### config.mk
export PLATFORM = sky130hd
export DESIGN_NAME = pkt_reorder_vlen
export DESIGN_NICKNAME = d
export VERILOG_FILES = /design/src/rtl/pkt_reorder_vlen.sv
export SDC_FILE = /design/constraint.sdc
export NUM_CORES = 2
export LEC_CHECK = 0
export BUFFER_PORTS_ARGS = -buffer_cell sky130_fd_sc_hd__buf_2
export CORE_ASPECT_RATIO = 0.6
export CORE_MARGIN = 4
export CORE_UTILIZATION = 45
export DETAILED_ROUTE_END_ITERATION = 8
export SKIP_LAST_GASP = 1
export SYNTH_ARGS = -nofsm -noshare
export SYNTH_HDL_FRONTEND = slang
export SYNTH_SLANG_ARGS = --single-unit
### constraint.sdc
create_clock -name clk -period 7.2 [get_ports clk]
set_input_delay 1.44 -clock clk [delete_from_list [all_inputs] [get_ports clk]]
set_output_delay 1.44 -clock clk [all_outputs]
set_load 0.01 [all_outputs]
### src/rtl/pkt_reorder_vlen.sv
// Packet reorder buffer for variable-length packets.
// Beats of up to PKT_NUM interleaved packets are stored per ID; complete
// packets are replayed contiguously in the order their SOP beats arrived.
module pkt_reorder_vlen #(
  parameter int PKT_NUM    = 16,
  parameter int MAX_BEATS  = 8,
  parameter int DATA_WIDTH = 8,
  localparam int ID_W      = $clog2(PKT_NUM),
  localparam int CNT_W     = $clog2(PKT_NUM + 1)
) (
  input  logic                  clk,
  input  logic                  rst,
  input  logic                  vld_in,
  input  logic [ID_W-1:0]       pkt_id_in,
  input  logic [DATA_WIDTH-1:0] data_in,
  input  logic                  SOP_in,
  input  logic                  EOP_in,
  output logic                  vld_out,
  input  logic                  rdy_out,
  output logic [DATA_WIDTH-1:0] data_out,
  output logic                  SOP_out,
  output logic                  EOP_out,
  output logic [ID_W-1:0]       pkt_id_out,
  output logic                  err_out,
  output logic [1:0]            err_code,
  output logic [CNT_W-1:0]      open_cnt
);

  localparam int BEAT_W = $clog2(MAX_BEATS + 1);
  localparam int DEPTH  = PKT_NUM * MAX_BEATS;
  localparam int ADDR_W = (DEPTH > 1) ? $clog2(DEPTH) : 1;

  typedef enum logic {IDLE, SEND} state_t;

  state_t                state_reg, state_next;
  logic [PKT_NUM-1:0]    open_vec, cmpl_vec;
  logic [BEAT_W-1:0]     cnt_arr [PKT_NUM];
  logic [ID_W-1:0]       fifo_mem [PKT_NUM];
  logic [ID_W-1:0]       wr_ptr_reg, rd_ptr_reg, head_id;
  logic [CNT_W-1:0]      open_cnt_reg;
  logic [DATA_WIDTH-1:0] beat_mem [DEPTH];
  logic [ADDR_W-1:0]     wr_addr, rd_addr;
  logic                  wr_en;
  logic [BEAT_W-1:0]     in_cnt, head_cnt, beat_idx_reg;
  logic                  sop_ok, cont_ok, err_now;
  logic [1:0]            code_now;
  logic                  load_first, advance, pop;
  logic                  vld_reg, sop_reg, eop_reg, err_reg;
  logic [1:0]            err_code_reg;
  logic [DATA_WIDTH-1:0] data_reg;
  logic [ID_W-1:0]       id_out_reg;

  assign head_id  = fifo_mem[rd_ptr_reg];
  assign head_cnt = cnt_arr[head_id];
  assign in_cnt   = cnt_arr[pkt_id_in];

  // Classify the incoming beat: accepted SOP, accepted continuation, or error
  always_comb begin
    sop_ok   = 1'b0;
    cont_ok  = 1'b0;
    err_now  = 1'b0;
    code_now = 2'b00;
    if (vld_in) begin
      if (SOP_in) begin
        if (open_vec[pkt_id_in]) begin
          err_now  = 1'b1;
          code_now = 2'b01;
        end else begin
          sop_ok = 1'b1;
        end
      end else if (!open_vec[pkt_id_in] || cmpl_vec[pkt_id_in]) begin
        err_now  = 1'b1;
        code_now = 2'b10;
      end else if (in_cnt == BEAT_W'(MAX_BEATS)) begin
        err_now  = 1'b1;
        code_now = 2'b11;
      end else begin
        cont_ok = 1'b1;
      end
    end
  end

  assign wr_en   = (sop_ok || cont_ok) && !rst;
  assign wr_addr = ADDR_W'(pkt_id_in) * ADDR_W'(MAX_BEATS)
                 + (SOP_in ? '0 : ADDR_W'(in_cnt));
  assign rd_addr = ADDR_W'(head_id) * ADDR_W'(MAX_BEATS)
                 + (load_first ? '0 : ADDR_W'(beat_idx_reg + BEAT_W'(1)));

  // Per-ID bookkeeping: open/complete flags and stored beat count
  generate
    for (genvar gi = 0; gi < PKT_NUM; gi++) begin : g_id
      logic              open_q, cmpl_q;
      logic [BEAT_W-1:0] cnt_q;
      logic              hit_in, hit_pop;

      assign hit_in  = (pkt_id_in == ID_W'(gi));
      assign hit_pop = pop && (head_id == ID_W'(gi));

      // Open on SOP, count beats, mark complete on EOP, release on pop
      always_ff @(posedge clk) begin
        if (rst) begin
          open_q <= 1'b0;
          cmpl_q <= 1'b0;
          cnt_q  <= '0;
        end else if (sop_ok && hit_in) begin
          open_q <= 1'b1;
          cmpl_q <= EOP_in;
          cnt_q  <= BEAT_W'(1);
        end else if (cont_ok && hit_in) begin
          cnt_q <= cnt_q + BEAT_W'(1);
          if (EOP_in) cmpl_q <= 1'b1;
        end else if (hit_pop) begin
          open_q <= 1'b0;
          cmpl_q <= 1'b0;
        end
      end

      assign open_vec[gi] = open_q;
      assign cmpl_vec[gi] = cmpl_q;
      assign cnt_arr[gi]  = cnt_q;
    end
  endgenerate

  // SOP-order FIFO of IDs; its occupancy doubles as the open packet count
  always_ff @(posedge clk) begin
    if (rst) begin
      wr_ptr_reg   <= '0;
      rd_ptr_reg   <= '0;
      open_cnt_reg <= '0;
    end else begin
      if (sop_ok) begin
        fifo_mem[wr_ptr_reg] <= pkt_id_in;
        wr_ptr_reg           <= wr_ptr_reg + ID_W'(1);
      end
      if (pop) rd_ptr_reg <= rd_ptr_reg + ID_W'(1);
      if (sop_ok && !pop)      open_cnt_reg <= open_cnt_reg + CNT_W'(1);
      else if (!sop_ok && pop) open_cnt_reg <= open_cnt_reg - CNT_W'(1);
    end
  end

  // Beat storage write port (contents are not cleared by reset)
  always_ff @(posedge clk) begin
    if (wr_en) beat_mem[wr_addr] <= data_in;
  end

  // Error pulse, one cycle after the offending beat
  always_ff @(posedge clk) begin
    if (rst) begin
      err_reg      <= 1'b0;
      err_code_reg <= 2'b00;
    end else begin
      err_reg      <= err_now;
      err_code_reg <= code_now;
    end
  end

  // Output FSM state register
  always_ff @(posedge clk) begin
    if (rst) state_reg <= IDLE;
    else     state_reg <= state_next;
  end

  // Output FSM next state: start when the oldest packet is complete
  always_comb begin
    state_next = state_reg;
    load_first = 1'b0;
    advance    = 1'b0;
    pop        = 1'b0;
    case (state_reg)
      IDLE: begin
        if (open_cnt_reg != '0 && cmpl_vec[head_id]) begin
          load_first = 1'b1;
          state_next = SEND;
        end
      end
      SEND: begin
        if (vld_reg && rdy_out) begin
          if (eop_reg) begin
            pop        = 1'b1;
            state_next = IDLE;
          end else begin
            advance = 1'b1;
          end
        end
      end
      default: state_next = IDLE;
    endcase
  end

  // Registered read of the presented beat; zero while nothing is presented
  always_ff @(posedge clk) begin
    if (rst)                        data_reg <= '0;
    else if (load_first || advance) data_reg <= beat_mem[rd_addr];
    else if (pop)                   data_reg <= '0;
  end

  // Output beat framing: valid, SOP/EOP markers, ID and beat index
  always_ff @(posedge clk) begin
    if (rst || pop) begin
      vld_reg      <= 1'b0;
      sop_reg      <= 1'b0;
      eop_reg      <= 1'b0;
      id_out_reg   <= '0;
      beat_idx_reg <= '0;
    end else if (load_first) begin
      vld_reg      <= 1'b1;
      sop_reg      <= 1'b1;
      eop_reg      <= (head_cnt == BEAT_W'(1));
      id_out_reg   <= head_id;
      beat_idx_reg <= '0;
    end else if (advance) begin
      sop_reg      <= 1'b0;
      eop_reg      <= (beat_idx_reg + BEAT_W'(2) == head_cnt);
      beat_idx_reg <= beat_idx_reg + BEAT_W'(1);
    end
  end

  assign vld_out    = vld_reg;
  assign data_out   = data_reg;
  assign SOP_out    = sop_reg;
  assign EOP_out    = eop_reg;
  assign pkt_id_out = id_out_reg;
  assign err_out    = err_reg;
  assign err_code   = err_code_reg;
  assign open_cnt   = open_cnt_reg;

endmodule
Yosys cells after proc, flatten, opt, wreduce, memory -nomap -nowiden
Memories as Yosys holds them, arrays and structs flattened. A register that Yosys moved wholly into a read port is not among the register bits.
Cells that the tools add are included.
- add/sub/neg operators: 25
- magnitude comparators: 4
- equality and inequality tests: 65
- mux-type cells: 167
- bitwise gates (word level): 4
- reductions and logical operators: 165
- operator list (operator ; number):
    2-to-1 mux 1 bit ; 146
    adder 4 x 1 -> 4 bit, second input constant ; 19
    nonzero test 2 bit ; 35
    equality test 4 bit, second input constant ; 17
    AND reduction 2 bit ; 32
    logical AND 1 bit ; 53
    != test 3 bit, second input constant ; 16
    nonzero test 3 bit ; 16
    OR reduction 2 bit ; 18
    binary-select mux 4 bit (select 4 bit) ; 2
    equality test 4 x 3 -> 1 bit, second input constant ; 8
    != test 2 bit, second input constant ; 16
    2-to-1 mux 4 bit ; 7
    equality test 4 x 2 -> 1 bit, second input constant ; 4
    2-to-1 mux 8 bit ; 2
    2-to-1 mux 5 bit ; 3
    binary-select mux 1 bit (select 4 bit) ; 3
    equality test 4 x 1 -> 1 bit, second input constant ; 3
    greater-or-equal comparator 5 bit, second input constant ; 2
    < comparator 4 x 5 -> 1 bit, second input constant ; 2
    NOT 4 -> 5 bit ; 2
    zero test 4 bit ; 2
    adder 7 x 4 -> 7 bit ; 1
    adder 7 x 5 -> 7 bit ; 1
    other kinds (11) ; 20
- bits in registers: 132
- RAM bits: 1088
- input bits: 18
- output and inout bits: 23
- memories kept: 2
- memories (memory ; depth ; width ; rd ports ; clocked after memory_dff ; wr ports ; RTL line ; source):
    beat_mem ; 128 ; 8 ; 1 ; 0 ; 1 ; 41 ; logic [DATA_WIDTH-1:0] beat_mem [DEPTH];
    fifo_mem ; 16 ; 4 ; 1 ; 1 ; 1 ; 38 ; logic [ID_W-1:0] fifo_mem [PKT_NUM];

Logic depth before layout (Yosys ltp)
- depth after elaboration: 13
- gate-level depth with buffers: 25

Worst setup path after synthesis
No wires, ideal clock.
- path kind: register to register
- start point: register (tool-made name)
- end point: register data_reg[2], in the netlist data_out[2]
- setup time: 0.120 ns
- data arrival time: 5.238 ns
- data required time: 7.080 ns
- setup slack: 1.842 ns
- stages on the path, launching flop included: 24
- clock period less this slack: 5.358 ns
- cells stage by stage: dfxtp_1 > buf_6 > mux4_2 > mux2i_1 > mux2_2 > mux2_2 > a211oi_2 > or2_1 > buf_2 > nor3_2 > buf_2 > buf_2 > buf_2 > nor2_1 > ha_1 > inv_1 > fa_1 > xor2_1 > nand2_1 > nor2_1 > o31ai_1 > o22ai_1 > a2111oi_0 > a211o_1
- RTL lines (what ; RTL line ; source):
    end signal, assigned ; 193 ; else if (load_first || advance) data_reg <= beat_mem[rd_addr];
    end, declared ; 50 ; logic [DATA_WIDTH-1:0] data_reg;

==> qor.tcl <==
set qor(status) {finished, final reports clean}
set qor(dieArea_um2) 119000
set qor(worst_setup_path_category) {reg2reg}
set qor(clockRootBuffer) {sky130_fd_sc_hd__clkbuf_16}
set qor(yosysWarnings) 0
set qor(antenna_violating_nets_post_route) 0
set qor(largest_registers) {beat_mem (1024), fifo_mem (64), g_id.cnt_q (64)}
set qor(largest_register) {beat_mem}
set qor(drive_gt1_frac) 0.149
set qor(fmax_mhz) 159
set qor(power_leakage_nw) 18.4
set qor(setup_repair_after_global_routing_missed_its_margin) {false}
set qor(route.detailed.vias_per_inst) 6.33
set qor(n_fill_cell) 9368
set qor(overflow) 0
set qor(number_of_antenna_violations_at_the_first_check_in_global_routing) 1
set qor(floorplan.die.height_um) 269
set qor(total_iterations_of_the_first_detailed_routing_run) 7
set qor(yosys.cell_types.count) 74
set qor(drt_wl_total_um) 153000
set qor(internal-power_w) 0.0112
set qor(post-route-period-util) 0.876
set qor(area.sequential_um2) 35400
set qor(cts_inserted_buffers) 111
set qor(largest_delay_contributor_family_on_the_critical_path) {simple AND/OR/NAND/NOR gates}
set qor(ys_seq_area_frac) 0.695
set qor(sw_frac_of_total) 0.222
set qor(area_growth_syn_to_layout_pct) 11.9
set qor(grt_util_all_layers) 0.254
set qor(die_x_um) 442
set qor(synth_nets) 3536
set qor(drc_violation_count_after_routing) 0
set qor(worstPathRequired_ns) 7.85
set qor(crit_path_max_incr_delay_ns) 0.90
set qor(minimum_clock_period_ns) 6.30
set qor(setup-violations-final) 0
set qor(cts_tree) {built}
set qor(cts.htree.levels) 3
set qor(timing.hold.ws_ns) 0.474
set qor(setup.worst_path.start_class) {register}
set qor(grt_start_max_net_pins) 116
set qor(layout_commonest_cell) {sky130_fd_sc_hd__edfxtp_1}
set qor(report.final.slew_viol_count) 0
set qor(hp-class) {reg2reg}
set qor(fin_tns_setup_ns) 0
set qor(grt_pass1_vias) 29900
set qor(timing.clock.skew_ns) 0.0344
set qor(cell_with_the_largest_stage_delay_on_the_worst_path) {sky130_fd_sc_hd__nor4_1}
set qor(core_region_area_um2) 112000
set qor(postSynthRegisterBits) 1224
set qor(worstMarginPinSlew_ns) 1.36
set qor(critical_path_peak_fanout) 21
set qor(edff_count_synth) 1088
set qor(worst_slew_margin_rel) 0.0817
set qor(buffers_from_clock_root_to_sink_at_most) 3
set qor(synth_flop_cell) {sky130_fd_sc_hd__edfxtp_1}
set qor(place.port_buffers) 40
set qor(vdd_drop_max_mv) 0.196
set qor(worst_setup_hold_path_clk_slew_ns) 0.07
set qor(ctsHoldBuffers) 0
set qor(avgRoutedWirePerCell_um) 29.7
set qor(worst_setup_path_end_kind) {register}
set qor(postSynthAreaPerCell_um2) 14.6
set qor(multi_input_comb_area_um2) 14600
set qor(cp_cell_instances) {buf_4 -> mux4_2 -> mux2i_1 -> mux2_2 -> buf_4 -> inv_1 -> buf_4 -> nand4_1 -> o2111ai_2 -> o211ai_4 -> nor3_4 -> nor2_1 -> ha_2 -> inv_1 -> fa_1 -> inv_1 -> buf_4 -> nand2_1 -> a21oi_1 -> a22o_1 -> nor4_1 -> a211oi_1 -> o31ai_1}
set qor(clk-insertion-delay-late_ns) 0.74
set qor(layout_common_cells) {sky130_fd_sc_hd__edfxtp_1 (1088), sky130_fd_sc_hd__nand2_1 (361), sky130_fd_sc_hd__nor2_1 (249)}
set qor(number_of_flip_flops_in_the_largest_register) 1024
set qor(clock_sinks) 1224
set qor(post_cts.resized_instances) 0
set qor(cts_setup_buffers) 0
set qor(maxCapViolCount) 0
set qor(layout.nets) 3605
set qor(initial_utilization) 0.454
set qor(power.switching_w) 0.00321
set qor(gp_congestion) 0.980
set qor(syn-instance-count) 3485
set qor(standard_cell_row_count) 95
set qor(synth_area_um2) 50900
set qor(final_hold_viol_count) 0
set qor(post-dp-hpwl_um) 97600
set qor(global_route_wire_length_before_repair_um) 221000
set qor(worst_ep_arrival_time_ns) 6.95
set qor(critPathMostFrequentCell) {sky130_fd_sc_hd__buf_4}
set qor(synth-async-reset-ratio) 0
set qor(top_level_ports) 41
set qor(pwr-share-comb) 0.045
set qor(share_clk_of_total_power) 0.417
set qor(dr_total_vias) 32600
set qor(worstPathBufferInverterCount) 7
set qor(detailedRoute.firstIterationViolations) 5247
set qor(share_seq_of_total_power) 0.538
set qor(power_density_nw_per_um2) 253
[metrics by stage]
| step | utilization | cells | cell area (um^2) | total power [W] | setup slack [ns] |
|---|---|---|---|---|---|
| floorplan | - | 3485 | 50900 | 0.00821 | 1.84 |
| global placement | 0.476 | 4943 | 53400 | 0.00855 | 0.885 |
| detailed placement | 0.476 | 4944 | 53400 | 0.00855 | 0.845 |
| CTS | 0.508 | 5153 | 57000 | 0.0145 | 1.08 |
| global route | 0.508 | 5153 | 57000 | 0.0148 | 0.618 |
| finish | 0.508 | 5155 | 57000 | 0.0144 | 0.895 |
[cell families (layout without fill, tap and decap cells)]
family                     after synthesis  count (layout)  share of synthesized area
other                                    0               2                          0
DFF                                   1224            1224                      0.695
adders and majority gates               33              33                    0.00840
muxes                                  280             280                     0.0903
and+or+nand+nor                        952             952                     0.0819
AOI/OAI and AO/OA                      688             688                     0.0941
buffers and inverters                  251             416                     0.0207
xor gates and xnor gates                57              57                    0.00980
[worst register-to-register path, cell delays in order (launching register included)]
cell,delay (ns)
sky130_fd_sc_hd__dfxtp_1,0.52
sky130_fd_sc_hd__buf_4,0.24
sky130_fd_sc_hd__mux4_2,0.51
sky130_fd_sc_hd__mux2i_1,0.23
sky130_fd_sc_hd__mux2_2,0.36
sky130_fd_sc_hd__buf_4,0.34
sky130_fd_sc_hd__inv_1,0.11
sky130_fd_sc_hd__buf_4,0.24
sky130_fd_sc_hd__nand4_1,0.14
sky130_fd_sc_hd__o2111ai_2,0.20
sky130_fd_sc_hd__o211ai_4,0.22
sky130_fd_sc_hd__nor3_4,0.08
sky130_fd_sc_hd__nor2_1,0.15
sky130_fd_sc_hd__ha_2,0.20
sky130_fd_sc_hd__inv_1,0.06
sky130_fd_sc_hd__fa_1,0.59
sky130_fd_sc_hd__inv_1,0.05
sky130_fd_sc_hd__buf_4,0.16
sky130_fd_sc_hd__nand2_1,0.30
sky130_fd_sc_hd__a21oi_1,0.08
sky130_fd_sc_hd__a22o_1,0.26
sky130_fd_sc_hd__nor4_1,0.90
sky130_fd_sc_hd__a211oi_1,0.15
sky130_fd_sc_hd__o31ai_1,0.13
[per-layer routing]
layer  routed length (um)  share of wire  GRT usage
met3                22800           0.15     0.0963
met2                57900           0.38      0.317
met5                    0              0   0.000387
met4                 2800          0.018     0.0537
met1                69600           0.45      0.412
[synthesized netlist by cell type, types with 34 or more instances]
library cell / n / area [um^2]
sky130_fd_sc_hd__mux2i_1: 113 / 1130
sky130_fd_sc_hd__clkbuf_1: 144 / 541
sky130_fd_sc_hd__nand4_1: 34 / 213
sky130_fd_sc_hd__edfxtp_1: 1088 / 32700
sky130_fd_sc_hd__nand3_1: 140 / 701
sky130_fd_sc_hd__a211oi_1: 51 / 383
sky130_fd_sc_hd__nor2_1: 249 / 935
sky130_fd_sc_hd__o22ai_1: 106 / 663
sky130_fd_sc_hd__nand2_1: 361 / 1360
sky130_fd_sc_hd__o311a_1: 83 / 831
sky130_fd_sc_hd__mux4_2: 141 / 3180
sky130_fd_sc_hd__o21ai_0: 73 / 365
sky130_fd_sc_hd__xor2_1: 46 / 403
sky130_fd_sc_hd__a31oi_1: 34 / 213
sky130_fd_sc_hd__buf_1: 37 / 139
sky130_fd_sc_hd__a21oi_1: 179 / 896
sky130_fd_sc_hd__buf_2: 40 / 200
sky130_fd_sc_hd__nor3_1: 83 / 415
sky130_fd_sc_hd__dfxtp_1: 136 / 2720
[worst paths after layout]
path	start	end	slack, ns	depth (start not counted)
setup / recovery	register	data_out[7]$_SDFFE_PP0P_	0.90	23
hold / removal	pkt_id_out[1]$_SDFFE_PP0P_	pkt_id_out[1]$_SDFFE_PP0P_	0.47	2
setup reg to reg	register	data_out[7]$_SDFFE_PP0P_	0.90	23
hold reg to reg	pkt_id_out[1]$_SDFFE_PP0P_	pkt_id_out[1]$_SDFFE_PP0P_	0.47	2
[area by class of cell]
cell class | count | share of cell area
flip-flops and latches | 1224 | 0.621
multi-input cells | 2010 | 0.256
clock buffers | 148 | 0.0526
well taps | 1503 | 0.0330
repair buffers | 190 | 0.0249
clock inverters | 61 | 0.0110
inverters | 17 | 0.00127
diodes | 2 | 0.0000878
[power groups by stage]
| stage | registers (W) | clock network (W) | logic (W) |
|---|---|---|---|
| after global routing | 0.00776 | 0.00639 | 0.000681 |
| after CTS | 0.00776 | 0.00607 | 0.000635 |
| after global placement | 0.00792 | 0 | 0.000632 |
| after detailed placement | 0.00792 | 0 | 0.000634 |
| after floorplan | 0.00791 | 0 | 0.000304 |
| final | 0.00776 | 0.00602 | 0.000656 |
Note: power is estimated with default switching activity, not from simulation.
